## config.mk

```make
export PLATFORM = sky130hd
export DESIGN_NAME = avalon_block_master
export DESIGN_NICKNAME = d
export VERILOG_FILES = /design/src/rtl/avalon_block_master.sv
export SDC_FILE = /design/constraint.sdc
export NUM_CORES = 1
export LEC_CHECK = 0
export BUFFER_PORTS_ARGS = -buffer_cell sky130_fd_sc_hd__buf_4
export CELL_PAD_IN_SITES_DETAIL_PLACEMENT = 0
export CELL_PAD_IN_SITES_GLOBAL_PLACEMENT = 1
export CORE_MARGIN = 2
export CORE_UTILIZATION = 33
export DETAILED_ROUTE_END_ITERATION = 6
export MAX_ROUTING_LAYER = met4
export PLACE_DENSITY_LB_ADDON = 0.1
export SYNTH_ARGS = -nofsm -noshare
export SYNTH_HDL_FRONTEND = slang
export SYNTH_SLANG_ARGS = --single-unit
```

## constraint.sdc

```tcl
create_clock -name clk_i -period 2.5 [get_ports clk_i]
set_clock_uncertainty 0.2 [all_clocks]
set_input_delay 0.125 -clock clk_i [delete_from_list [all_inputs] [get_ports clk_i]]
set_output_delay 0.125 -clock clk_i [all_outputs]
set_load 0.02 [all_outputs]
```

## src/rtl/avalon_block_master.sv

```systemverilog
// Avalon-MM block transfer master: runs block reads and block writes one word
// at a time, pulling write words from a stream source and pushing read words
// to a stream sink. Lengths above 16 words are clamped to 16.
module avalon_block_master #(
  parameter int unsigned ADDR_W = 8,
  parameter int unsigned DATA_W = 32,
  parameter int unsigned LEN_W  = 5
) (
  input  logic              clk_i,
  input  logic              rst_i,
  // command
  input  logic              cmd_valid_i,
  output logic              cmd_ready_o,
  input  logic              cmd_write_i,
  input  logic [ADDR_W-1:0] cmd_addr_i,
  input  logic [LEN_W-1:0]  cmd_len_i,
  // write word source
  input  logic              wdata_valid_i,
  output logic              wdata_ready_o,
  input  logic [DATA_W-1:0] wdata_i,
  // read word sink
  output logic              rdata_valid_o,
  output logic [DATA_W-1:0] rdata_o,
  output logic [LEN_W-1:0]  rdata_idx_o,
  output logic              done_o,
  // Avalon-MM master
  output logic [ADDR_W-1:0] avm_addr_o,
  output logic              avm_read_o,
  output logic              avm_write_o,
  output logic [3:0]        avm_byte_en_o,
  output logic [DATA_W-1:0] avm_writedata_o,
  input  logic [DATA_W-1:0] avm_readdata_i,
  input  logic              avm_waitrequest_i
);

  localparam int unsigned MaxLen = 16;

  typedef enum logic [2:0] {StIdle, StRdReq, StWrWait, StWrReq, StFin} state_e;

  state_e              state_q, state_d;
  logic [ADDR_W-1:0]   cur_addr_q, cur_addr_d;
  logic [LEN_W-1:0]    remain_q, remain_d;
  logic [LEN_W-1:0]    idx_q, idx_d;
  logic [DATA_W-1:0]   wdata_q, wdata_d;
  logic [DATA_W-1:0]   rdata_q, rdata_d;
  logic [LEN_W-1:0]    rdata_idx_q, rdata_idx_d;
  logic                rdata_valid_q, rdata_valid_d;
  logic [LEN_W-1:0]    len_clamped;

  assign len_clamped = (cmd_len_i > LEN_W'(MaxLen)) ? LEN_W'(MaxLen) : cmd_len_i;

  // Next-state, counter updates and state-decoded handshake/bus outputs.
  always_comb begin
    state_d       = state_q;
    cur_addr_d    = cur_addr_q;
    remain_d      = remain_q;
    idx_d         = idx_q;
    wdata_d       = wdata_q;
    rdata_d       = rdata_q;
    rdata_idx_d   = rdata_idx_q;
    rdata_valid_d = 1'b0;
    cmd_ready_o   = 1'b0;
    wdata_ready_o = 1'b0;
    avm_read_o    = 1'b0;
    avm_write_o   = 1'b0;
    done_o        = 1'b0;

    unique case (state_q)
      StIdle: begin
        cmd_ready_o = 1'b1;
        if (cmd_valid_i) begin
          cur_addr_d = cmd_addr_i;
          remain_d   = len_clamped;
          idx_d      = '0;
          if (len_clamped == '0) begin
            state_d = StFin;
          end else if (cmd_write_i) begin
            state_d = StWrWait;
          end else begin
            state_d = StRdReq;
          end
        end
      end
      StRdReq: begin
        avm_read_o = 1'b1;
        if (!avm_waitrequest_i) begin
          rdata_d       = avm_readdata_i;
          rdata_idx_d   = idx_q;
          rdata_valid_d = 1'b1;
          cur_addr_d    = cur_addr_q + 1'b1;
          idx_d         = idx_q + 1'b1;
          remain_d      = remain_q - 1'b1;
          // stay in StRdReq otherwise, keeping reads back-to-back
          if (remain_q == LEN_W'(1)) state_d = StFin;
        end
      end
      StWrWait: begin
        wdata_ready_o = 1'b1;
        if (wdata_valid_i) begin
          wdata_d = wdata_i;
          state_d = StWrReq;
        end
      end
      StWrReq: begin
        avm_write_o = 1'b1;
        if (!avm_waitrequest_i) begin
          cur_addr_d = cur_addr_q + 1'b1;
          idx_d      = idx_q + 1'b1;
          remain_d   = remain_q - 1'b1;
          state_d    = (remain_q == LEN_W'(1)) ? StFin : StWrWait;
        end
      end
      StFin: begin
        done_o  = 1'b1;
        state_d = StIdle;
      end
      default: state_d = StIdle;
    endcase
  end

  // State and datapath registers; reset abandons any transfer in flight.
  always_ff @(posedge clk_i or posedge rst_i) begin
    if (rst_i) begin
      state_q       <= StIdle;
      cur_addr_q    <= '0;
      remain_q      <= '0;
      idx_q         <= '0;
      wdata_q       <= '0;
      rdata_q       <= '0;
      rdata_idx_q   <= '0;
      rdata_valid_q <= 1'b0;
    end else begin
      state_q       <= state_d;
      cur_addr_q    <= cur_addr_d;
      remain_q      <= remain_d;
      idx_q         <= idx_d;
      wdata_q       <= wdata_d;
      rdata_q       <= rdata_d;
      rdata_idx_q   <= rdata_idx_d;
      rdata_valid_q <= rdata_valid_d;
    end
  end

  assign avm_addr_o      = cur_addr_q;
  assign avm_writedata_o = wdata_q;
  assign avm_byte_en_o   = 4'b1111;
  assign rdata_o         = rdata_q;
  assign rdata_idx_o     = rdata_idx_q;
  assign rdata_valid_o   = rdata_valid_q;

endmodule

```

* Word level (Yosys, flattened, before mapping) *
Index checks and enable logic that the tools add are counted.

word-level totals
  register bits = 91
  bits of input ports = 83
  output and inout bits = 87
  word-level logic and storage cells = 58

operators by class
  $add $sub $neg = 3
  order comparisons = 1
  eq/ne operators = 11
  multiplexer cells = 26
  bitwise gates (word level) = 1
  reduce and logical (&&, ||, !) cells = 8

operators with widths
  operator                                                            number
  5-bit 2-to-1 mux                                                    5
  3-bit 2-to-1 mux                                                    7
  5-bit case mux with 2 select lines                                  2
  8-bit 2-to-1 mux                                                    2
  8-bit case mux with 2 select lines                                  1
  2-bit inequality test, second input constant                        6
  3-bit case mux with 4 select lines                                  1
  8-bit by 1-bit adder with 8-bit output, second input constant       1
  1-bit 2-to-1 mux                                                    7
  3-bit by 2-bit == test with 1-bit output, second input constant     2
  5-bit by 1-bit adder with 5-bit output, second input constant       1
  5-bit by 1-bit == test with 1-bit output, second input constant     1
  5-bit > comparator, second input constant                           1
  5-bit zero test                                                     1
  5-bit AND reduction                                                 1
  5-bit by 1-bit subtractor with 5-bit output, second input constant  1
  2-bit AND reduction                                                 2
  3-bit by 1-bit == test with 1-bit output, second input constant     1
  3-bit == test, second input constant                                1
  3-bit zero test                                                     1
  3-bit AND reduction                                                 1
  2-bit 2-to-1 mux                                                    1
  2-bit nonzero test                                                  1
  2-bit OR reduction                                                  1
  1-bit NOT                                                           1

* Longest topological paths before layout *
Gate-level depths: netlist of run 1.

  depth in word-level cells = 6
  gate-level depth with buffers = 7
  depth with buffers taken out = 5

* Least setup slack after synthesis of run 1 *
OpenSTA, ideal clock, no wires.

  kind = flip-flop to flip-flop
  start point = reg state_q[0]
  end point = reg cur_addr_q[6] (netlist: avm_addr_o[6])
  setup time = 0.123 ns
  arrival time = 1.606 ns
  required time = 2.177 ns
  slack = 0.572 ns
  stages on the path, launching flop included = 7
  path buffers = 2
  period minus slack after synthesis = 1.928 ns
  cell sequence = dfrtp_1 buf_6 or3b_1 a21o_1 buf_6 or3_1 o221a_2

on the way
  word-level cells in the longest chain between the ends = 4
  elaborated cells between the ends (all ways) = 9
  those cells by class = 4 x eq/ne; 1 x mux; 4 x reduce/logical

RTL lines
  what                                                                                                  RTL line  text
  start: declaration                                                                                    40        state_e state_q, state_d;
  start signal: assignment                                                                              124       state_q <= StIdle;
  start signal: assignment                                                                              133       state_q <= state_d;
  3-bit by 2-bit == test with 1-bit output or 3-bit by 1-bit == test with 1-bit output (tied branches)  68        unique case (state_q)
  2-bit OR reduction (no source line)                                                                   n/a
  2-bit inequality test (no source line) or 2-bit nonzero test (tied branches)                          n/a
  3-bit AND reduction (no source line)                                                                  n/a
  end signal: assignment                                                                                134       cur_addr_q <= cur_addr_d;
  end: declaration                                                                                      41        logic [ADDR_W-1:0] cur_addr_q, cur_addr_d;

Several ways; a longest one is shown, not always the timed one.
A chain may end at the register's enable or synchronous reset.

* Final worst setup path of run 1 *
  start point = in cmd_len_i[2]
  end point = reg state_q[0]

on the way
  word-level cells in the longest chain between the ends = 6

RTL lines
  what                                  RTL line  text
  start: declaration                    16        input logic [LEN_W-1:0] cmd_len_i,
  5-bit > comparator                    50        assign len_clamped = (cmd_len_i > LEN_W'(MaxLen)) ? LEN_W'(MaxLen) : cmd_len_i;
  5-bit 2-to-1 mux *                    50
  5-bit zero test *                     75        if (len_clamped == '0) begin
  3-bit 2-to-1 mux *                    75
  3-bit 2-to-1 mux *                    71        if (cmd_valid_i) begin
  3-bit case mux with 4 select lines *  68

Mark *: on every way between the ends. The rest lies on a longest branch, timed or not. The select of a mux whose other input is x is not followed.

==> impl_metrics.py, run 1 <==
metrics = {
    "layout": {
        "syn_to_final_growth_pct": 65.15,
        "mostFrequentLayoutCell": "buf_4",
        "diodes": 0,
        "final_util_pct": 55.97,
        "most-common-layout-cells": "176 x buf_4, 91 x dfrtp_1, 83 x dlygate4sd3_1, 70 x mux2_2, 21 x nor2_1",
        "drive_above_1_share_pct": 47.23,
        "fin_nets": 643,
    },
    "synthesis": {
        "ys_ff_latch": 91,
        "synth_xor_xnor_area_share_pct": 0,
        "yosys_warnings": 0,
        "synthAdderAreaFrac_pct": 1.293,
        "ys.flop_type": "dfrtp_1",
        "synth_edf_count": 0,
        "ys_types": 38,
        "yosys-mux-area-fraction_pct": 20.63,
        "synth_top_family_by_area": "multiplexers",
        "synthesis.area_um2": 3870,
        "synth_simple_gate_area_share_pct": 7.889,
        "async_flop_share_pct": 100.0,
        "syn-instance-count": 304,
        "synth-seq-area-share_pct": 58.84,
        "synth_compound_area_share_pct": 7.533,
        "synth.avg_cell_area_um2": 12.73,
    },
    "sta": {
        "worstMarginPinSlew_ns": 0.7251,
        "rsz0062_at_grt": "no",
        "setup_tns_ns": 0,
        "finalCritPeriodShare_pct": 93.99,
        "drv_slew": 0,
        "final_hold_viol_count": 0,
        "setup_viol": 0,
        "max_freq_mhz": 425.6,
        "slew_headroom_pct": 51.66,
        "fin_crit_ns": 2.350,
    },
    "worst_hold_path": {
        "hold_class": "input port to flip-flop",
    },
    "setup_path": {
        "crit_path_start": "cmd_len_i[2]",
        "crit_end": "state_q[0]$_DFFE_PP0P_",
        "reg2reg_from": "state_q[0]$_DFFE_PP0P_",
        "r2r_end": "remain_q[0]$_DFFE_PP0P_",
        "crit_fanout": 3,
        "cp-start-kind": "input port",
        "worst_ep_arrival_time_ns": 2.36,
        "required_ns": 2.51,
        "rrSetupSlack_ns": 0.25,
        "r2r_cells": 6,
        "cp-end-kind": "flip-flop",
        "crit_type": "input port to flip-flop",
    },
    "power": {
        "power_leakage_uw": 0.003011,
        "seqPwrFrac_pct": 34.7,
        "intPower_uw": 4654,
        "pwr-share-clk_pct": 17.9,
        "power_density_nw_per_um2": 1156,
        "swShare_pct": 37.01,
        "peakVddDrop_mv": 0.5766,
        "combinationalPowerShare_pct": 47.4,
        "p_sw_uw": 2734,
    },
    "drt": {
        "totalWireLength_um": 10020,
        "vias_per_cell": 4.568,
        "postRouteAntennaNets": 0,
        "drc": 0,
        "first_pass_iters": 4,
        "drt_iter0_markers": 84,
        "wl_per_cell_um": 14.27,
        "vias": 3207,
    },
    "die": {
        "io_pins": 170,
        "core_um2": 11420,
        "rows": 39,
        "die_area_um2": 12610,
        "start_util_pct": 33.89,
        "dieHeight_um": 112.3,
        "die_w_um": 112.3,
    },
    "place": {
        "place.gp.congestion": 0.7850,
        "dp_hpwl_um": 6748,
        "port_buffers": 165,
    },
    "global_route": {
        "grt_pass1_wl_um": 16630,
        "first_global_vias": 3368,
        "track_usage_pct": 16.71,
        "grt_max_degree": 57,
        "antenna_found_initial": 0,
        "gr-total-overflow": 0,
    },
    "clock_network": {
        "cts_buffers": 9,
        "cts_setup_buffers": 0,
        "cts.sinks": 91,
        "cts.root.buffer_cell": "clkbuf_16",
        "cts_tree": "built",
        "clk_latency_ns": 0.33,
        "ctsHtreeMaxLevel": 3,
        "path_clk_slew_ns": 0.06,
        "cts_buffer_depth": 2,
    },
    "run": {
        "cap_violations": 0,
    },
    "outcome": {
        "status": "complete, no violations",
    },
}
Yosys cell counts (all sizes together), types with 4 or more instances:
library cell,instances,area (µm²)
nand2,12,45.04
ha,4,50.05
nor3,7,35.03
a31oi,4,25.02
clkbuf,6,22.52
mux2,70,788.3
dfrtp,91,2277
o21ai,20,100.1
a21oi,12,60.06
nor2,21,78.83
inv,5,18.77
buf,15,102.6
nand3,4,20.02
metrics by stage:
stage | setup WS [ns] | instances | hold WS (ns) | power [µW] | cell area [µm²]
global placement | 0.5624 | 605 | 0.08344 | 5945 | 5270
detailed placement | 0.5332 | 605 | 0.08100 | 5997 | 5270
CTS | 0.1892 | 702 | 0.004867 | 7484 | 6391
finish | 0.1502 | 702 | 0.03094 | 7388 | 6391
floorplan | 0.5716 | 307 | 0.05769 | 4550 | 3885
global route | 0.06535 | 702 | 0.06530 | 7880 | 6391
per-layer routing:
layer  global-route usage, %  vias up  wire length [µm]  part of all wire (%)
li1                        -     1577                 -                     -
met1                   20.01     1502              4446                    44
met2                   28.43      112              4860                    49
met3                   2.754       16               514                   5.1
met4                   6.341        0               198                   2.0
met5                       -        -                 0                     0
how the worst min path moves through the flow:
stage | cells past startpoint | to | startpoint
final | 4 | remain_q[1]$_DFFE_PP0P_ | cmd_len_i[1]
after global routing | 4 | state_q[1]$_DFFE_PP0P_ | cmd_len_i[1]
after CTS | 4 | state_q[1]$_DFFE_PP0P_ | cmd_len_i[1]
after detailed placement | 3 | avm_writedata_o[4]$_DFFE_PP0P_ | rst_i
after global placement | 3 | avm_writedata_o[30]$_DFFE_PP0P_ | rst_i
after floorplan | 2 | remain_q[0]$_DFFE_PP0P_ | cmd_len_i[0]
power groups by stage:
stage,combinational [µW],sequential [µW],clock [µW]
finish,3500,2570,1320
global route,3760,2680,1440
CTS,3530,2570,1380
detailed placement,3400,2600,0
global placement,3370,2570,0
floorplan,1300,3250,0
worst max-delay path, cell delays in order:
cell and delay, ns:
dlygate4sd3_1 0.54, buf_4 0.14, or4_1 0.51, nor2_1 0.24, o21ai_0 0.14, o2bb2ai_1 0.13, dlygate4sd3_1 0.55
cells by family (layout without fill, tap and decap cells):
family / after synthesis / in the layout
buffers and inverters: 26 / 278
flip-flops: 91 / 91
other: 1 / 4
adder cells (fa/ha/maj): 4 / 4
AO/OA/AOI/OAI: 49 / 49
multiplexers: 71 / 71
AND/OR/NAND/NOR: 62 / 62
state kept, by name (all words and copies together) (netlist names):
name / cells
rdata_o: 32
state_q: 3
rdata_valid_o: 1
avm_writedata_o: 32
rdata_idx_o: 5
avm_addr_o: 8
remain_q: 5
idx_q: 5
layout make-up:
cell class / count / area, µm²
timing repair buffer: 259 / 2152
clock buffer: 10 / 239.0
tap: 143 / 178.9
inverter: 5 / 22.52
fill: 961 / 5027
sequential: 91 / 2277
clock inverter: 4 / 51.30
multi-input combinational: 190 / 1470
timing repair:
action / CTS / global route
resized for setup: 0 / 0
hold buffers: 83 / 0
hold endpoints to repair: 172 / 0
Power figures use the tool's default switching activity.
==> run 2, diff against run 1 <==
--- a/config.mk
+++ b/config.mk
@@ -11,6 +11,7 @@
 export CORE_MARGIN = 2
 export CORE_UTILIZATION = 33
 export DETAILED_ROUTE_END_ITERATION = 6
+export GPL_TIMING_DRIVEN = 0
 export MAX_ROUTING_LAYER = met4
 export PLACE_DENSITY_LB_ADDON = 0.1
 export SYNTH_ARGS = -nofsm -noshare
==> run 2 against run 1 <==
Critical path type is now flip-flop to flip-flop. First-iteration DRC count rose by 61%. Highest routed layer unchanged. Critical path depth did not move. Register-to-register slack got worse by 0.13 ns. Non-clock buffer count rose by 14. Setup slack got worse by 0.030 ns. Final cell count rose by 2.1%.
==> impl_metrics.py, run 2 (synthesis results as in run 1) <==
metrics = {
    "setup_path": {
        "r2r_end": "remain_q[0]$_DFFE_PP0P_",
        "r2r_cells": 7,
        "required_ns": 2.58,
        "cp-start-kind": "flip-flop",
        "worst_ep_arrival_time_ns": 2.46,
        "reg2reg_from": "state_q[0]$_DFFE_PP0P_",
        "cp-end-kind": "flip-flop",
        "rrSetupSlack_ns": 0.12,
        "crit_path_start": "state_q[0]$_DFFE_PP0P_",
        "crit_fanout": 10,
        "crit_type": "flip-flop to flip-flop",
    },
    "clock_network": {
        "ctsHtreeMaxLevel": 3,
        "path_clk_slew_ns": 0.06,
        "cts_tree": "built",
        "cts.root.buffer_cell": "clkbuf_16",
        "cts_buffer_depth": 2,
        "clk_latency_ns": 0.34,
        "cts_buffers": 9,
        "cts.sinks": 91,
        "cts_setup_buffers": 0,
    },
    "run": {
        "cap_violations": 0,
    },
    "sta": {
        "setup_tns_ns": 0,
        "max_freq_mhz": 420.2,
        "fin_crit_ns": 2.380,
        "slew_headroom_pct": 54.13,
        "setup_viol": 0,
        "worstMarginPinSlew_ns": 0.6867,
        "drv_slew": 0,
        "finalCritPeriodShare_pct": 95.20,
        "final_hold_viol_count": 0,
        "rsz0062_at_grt": "no",
    },
    "drt": {
        "vias": 3314,
        "totalWireLength_um": 10530,
        "drt_iter0_markers": 135,
        "first_pass_iters": 4,
        "met3_length_um": 617,
        "vias_per_cell": 4.622,
        "wl_met2_um": 5117,
        "postRouteAntennaNets": 0,
        "wl_met1_um": 4597,
        "wl_per_cell_um": 14.69,
        "drc": 0,
        "dr.max_layer_used": "met4",
    },
    "die": {
        "rows": 39,
        "die_w_um": 112.3,
        "io_pins": 170,
        "core_um2": 11420,
        "dieHeight_um": 112.3,
        "start_util_pct": 33.89,
        "die_area_um2": 12610,
    },
    "layout": {
        "seq_area_um2": 2277,
        "multi_input_area_um2": 1469,
        "fin_nets": 657,
        "most-common-layout-cells": "171 x buf_4, 91 x dfrtp_1, 85 x dlygate4sd3_1, 70 x mux2_2, 21 x nor2_1",
        "mostFrequentLayoutCell": "buf_4",
        "drive_above_1_share_pct": 47.56,
        "syn_to_final_growth_pct": 67.77,
        "diodes": 0,
        "nFillCells": 960,
        "final_util_pct": 56.86,
    },
    "power": {
        "power_density_nw_per_um2": 1144,
        "peakVddDrop_mv": 0.7487,
        "power_leakage_uw": 0.003067,
        "finalPower_uw": 7426,
    },
    "worst_hold_path": {
        "hp-start": "cmd_len_i[1]",
        "holdPathStages": 4,
        "min_to": "remain_q[1]$_DFFE_PP0P_",
        "hold_class": "input port to flip-flop",
    },
    "global_route": {
        "grt_max_degree": 35,
        "antenna_found_initial": 0,
        "gr-total-overflow": 0,
        "grt_pass1_wl_um": 17310,
        "first_global_vias": 3420,
        "track_usage_pct": 17.96,
    },
    "place": {
        "place.gp.congestion": 0.7611,
        "dp_hpwl_um": 7191,
        "port_buffers": 165,
    },
    "outcome": {
        "status": "complete, no violations",
    },
}
[run 2: cell count changes in the layout (fill, tap and decap cells not counted), sizes merged]
cell,previous run,this run
dlygate4sd3,83,85
buf,176,182
bufinv,1,0
clkbuf,10,18
[run 2: critical path, stage by stage (launching register included)]
cell	delay (ns)
dfrtp_1	0.37
buf_6	0.14
or3b_1	0.39
a21oi_2	0.23
buf_2	0.26
nand3_1	0.09
dlygate4sd3_1	0.56
nand2_1	0.07
[run 2: worst max-delay path by stage]
| stage | end | cells after the start |
|---|---|---|
| finish | remain_q[0]$_DFFE_PP0P_ | 7 |
| global route | remain_q[0]$_DFFE_PP0P_ | 7 |
| CTS | remain_q[0]$_DFFE_PP0P_ | 7 |
| detailed placement | avm_writedata_o[13]$_DFFE_PP0P_ | 4 |
| global placement | avm_writedata_o[8]$_DFFE_PP0P_ | 4 |
| floorplan | avm_addr_o[6]$_DFFE_PP0P_ | 6 |
[run 2: metal layers]
layer	track usage [%]	up-vias
li1	-	1608
met1	21.76	1575
met2	29.76	117
met3	3.294	14
met4	7.317	0
met5	-	-
[run 2: through the flow]
step                      hold slack [ns]  cell area (µm²)  worst slack, ns  std cells
after detailed placement          0.07282             5343          0.05321        617
final                             0.04575             6492           0.1201        717
after CTS                         0.04216             6481          0.02647        717
after global placement             0.1570             5303           0.1144        615
after global routing              0.07679             6492          0.01260        717
after floorplan                   0.05769             3885           0.5716        307
[run 2: report_power, final]
group	switching (µW)	internal, µW	total, µW
clock	555	752	1310
combinational	1820	1750	3570
sequential	406	2140	2550
[run 2: final cells by class]
class | count | area share, %
inverter | 5 | 0.3469
tap | 143 | 2.756
multi-input combinational | 190 | 22.62
timing repair buffer | 252 | 32.80
clock buffer | 12 | 4.105
clock inverter | 3 | 0.3276
buffer | 21 | 1.966
sequential | 91 | 35.07
[run 2: what timing repair did]
item                                   in CTS  in global routing
setup endpoints to repair                   0                 33
resized for setup                           0                  6
hold buffers                               85                  0
endpoints found under the hold margin     111                  0
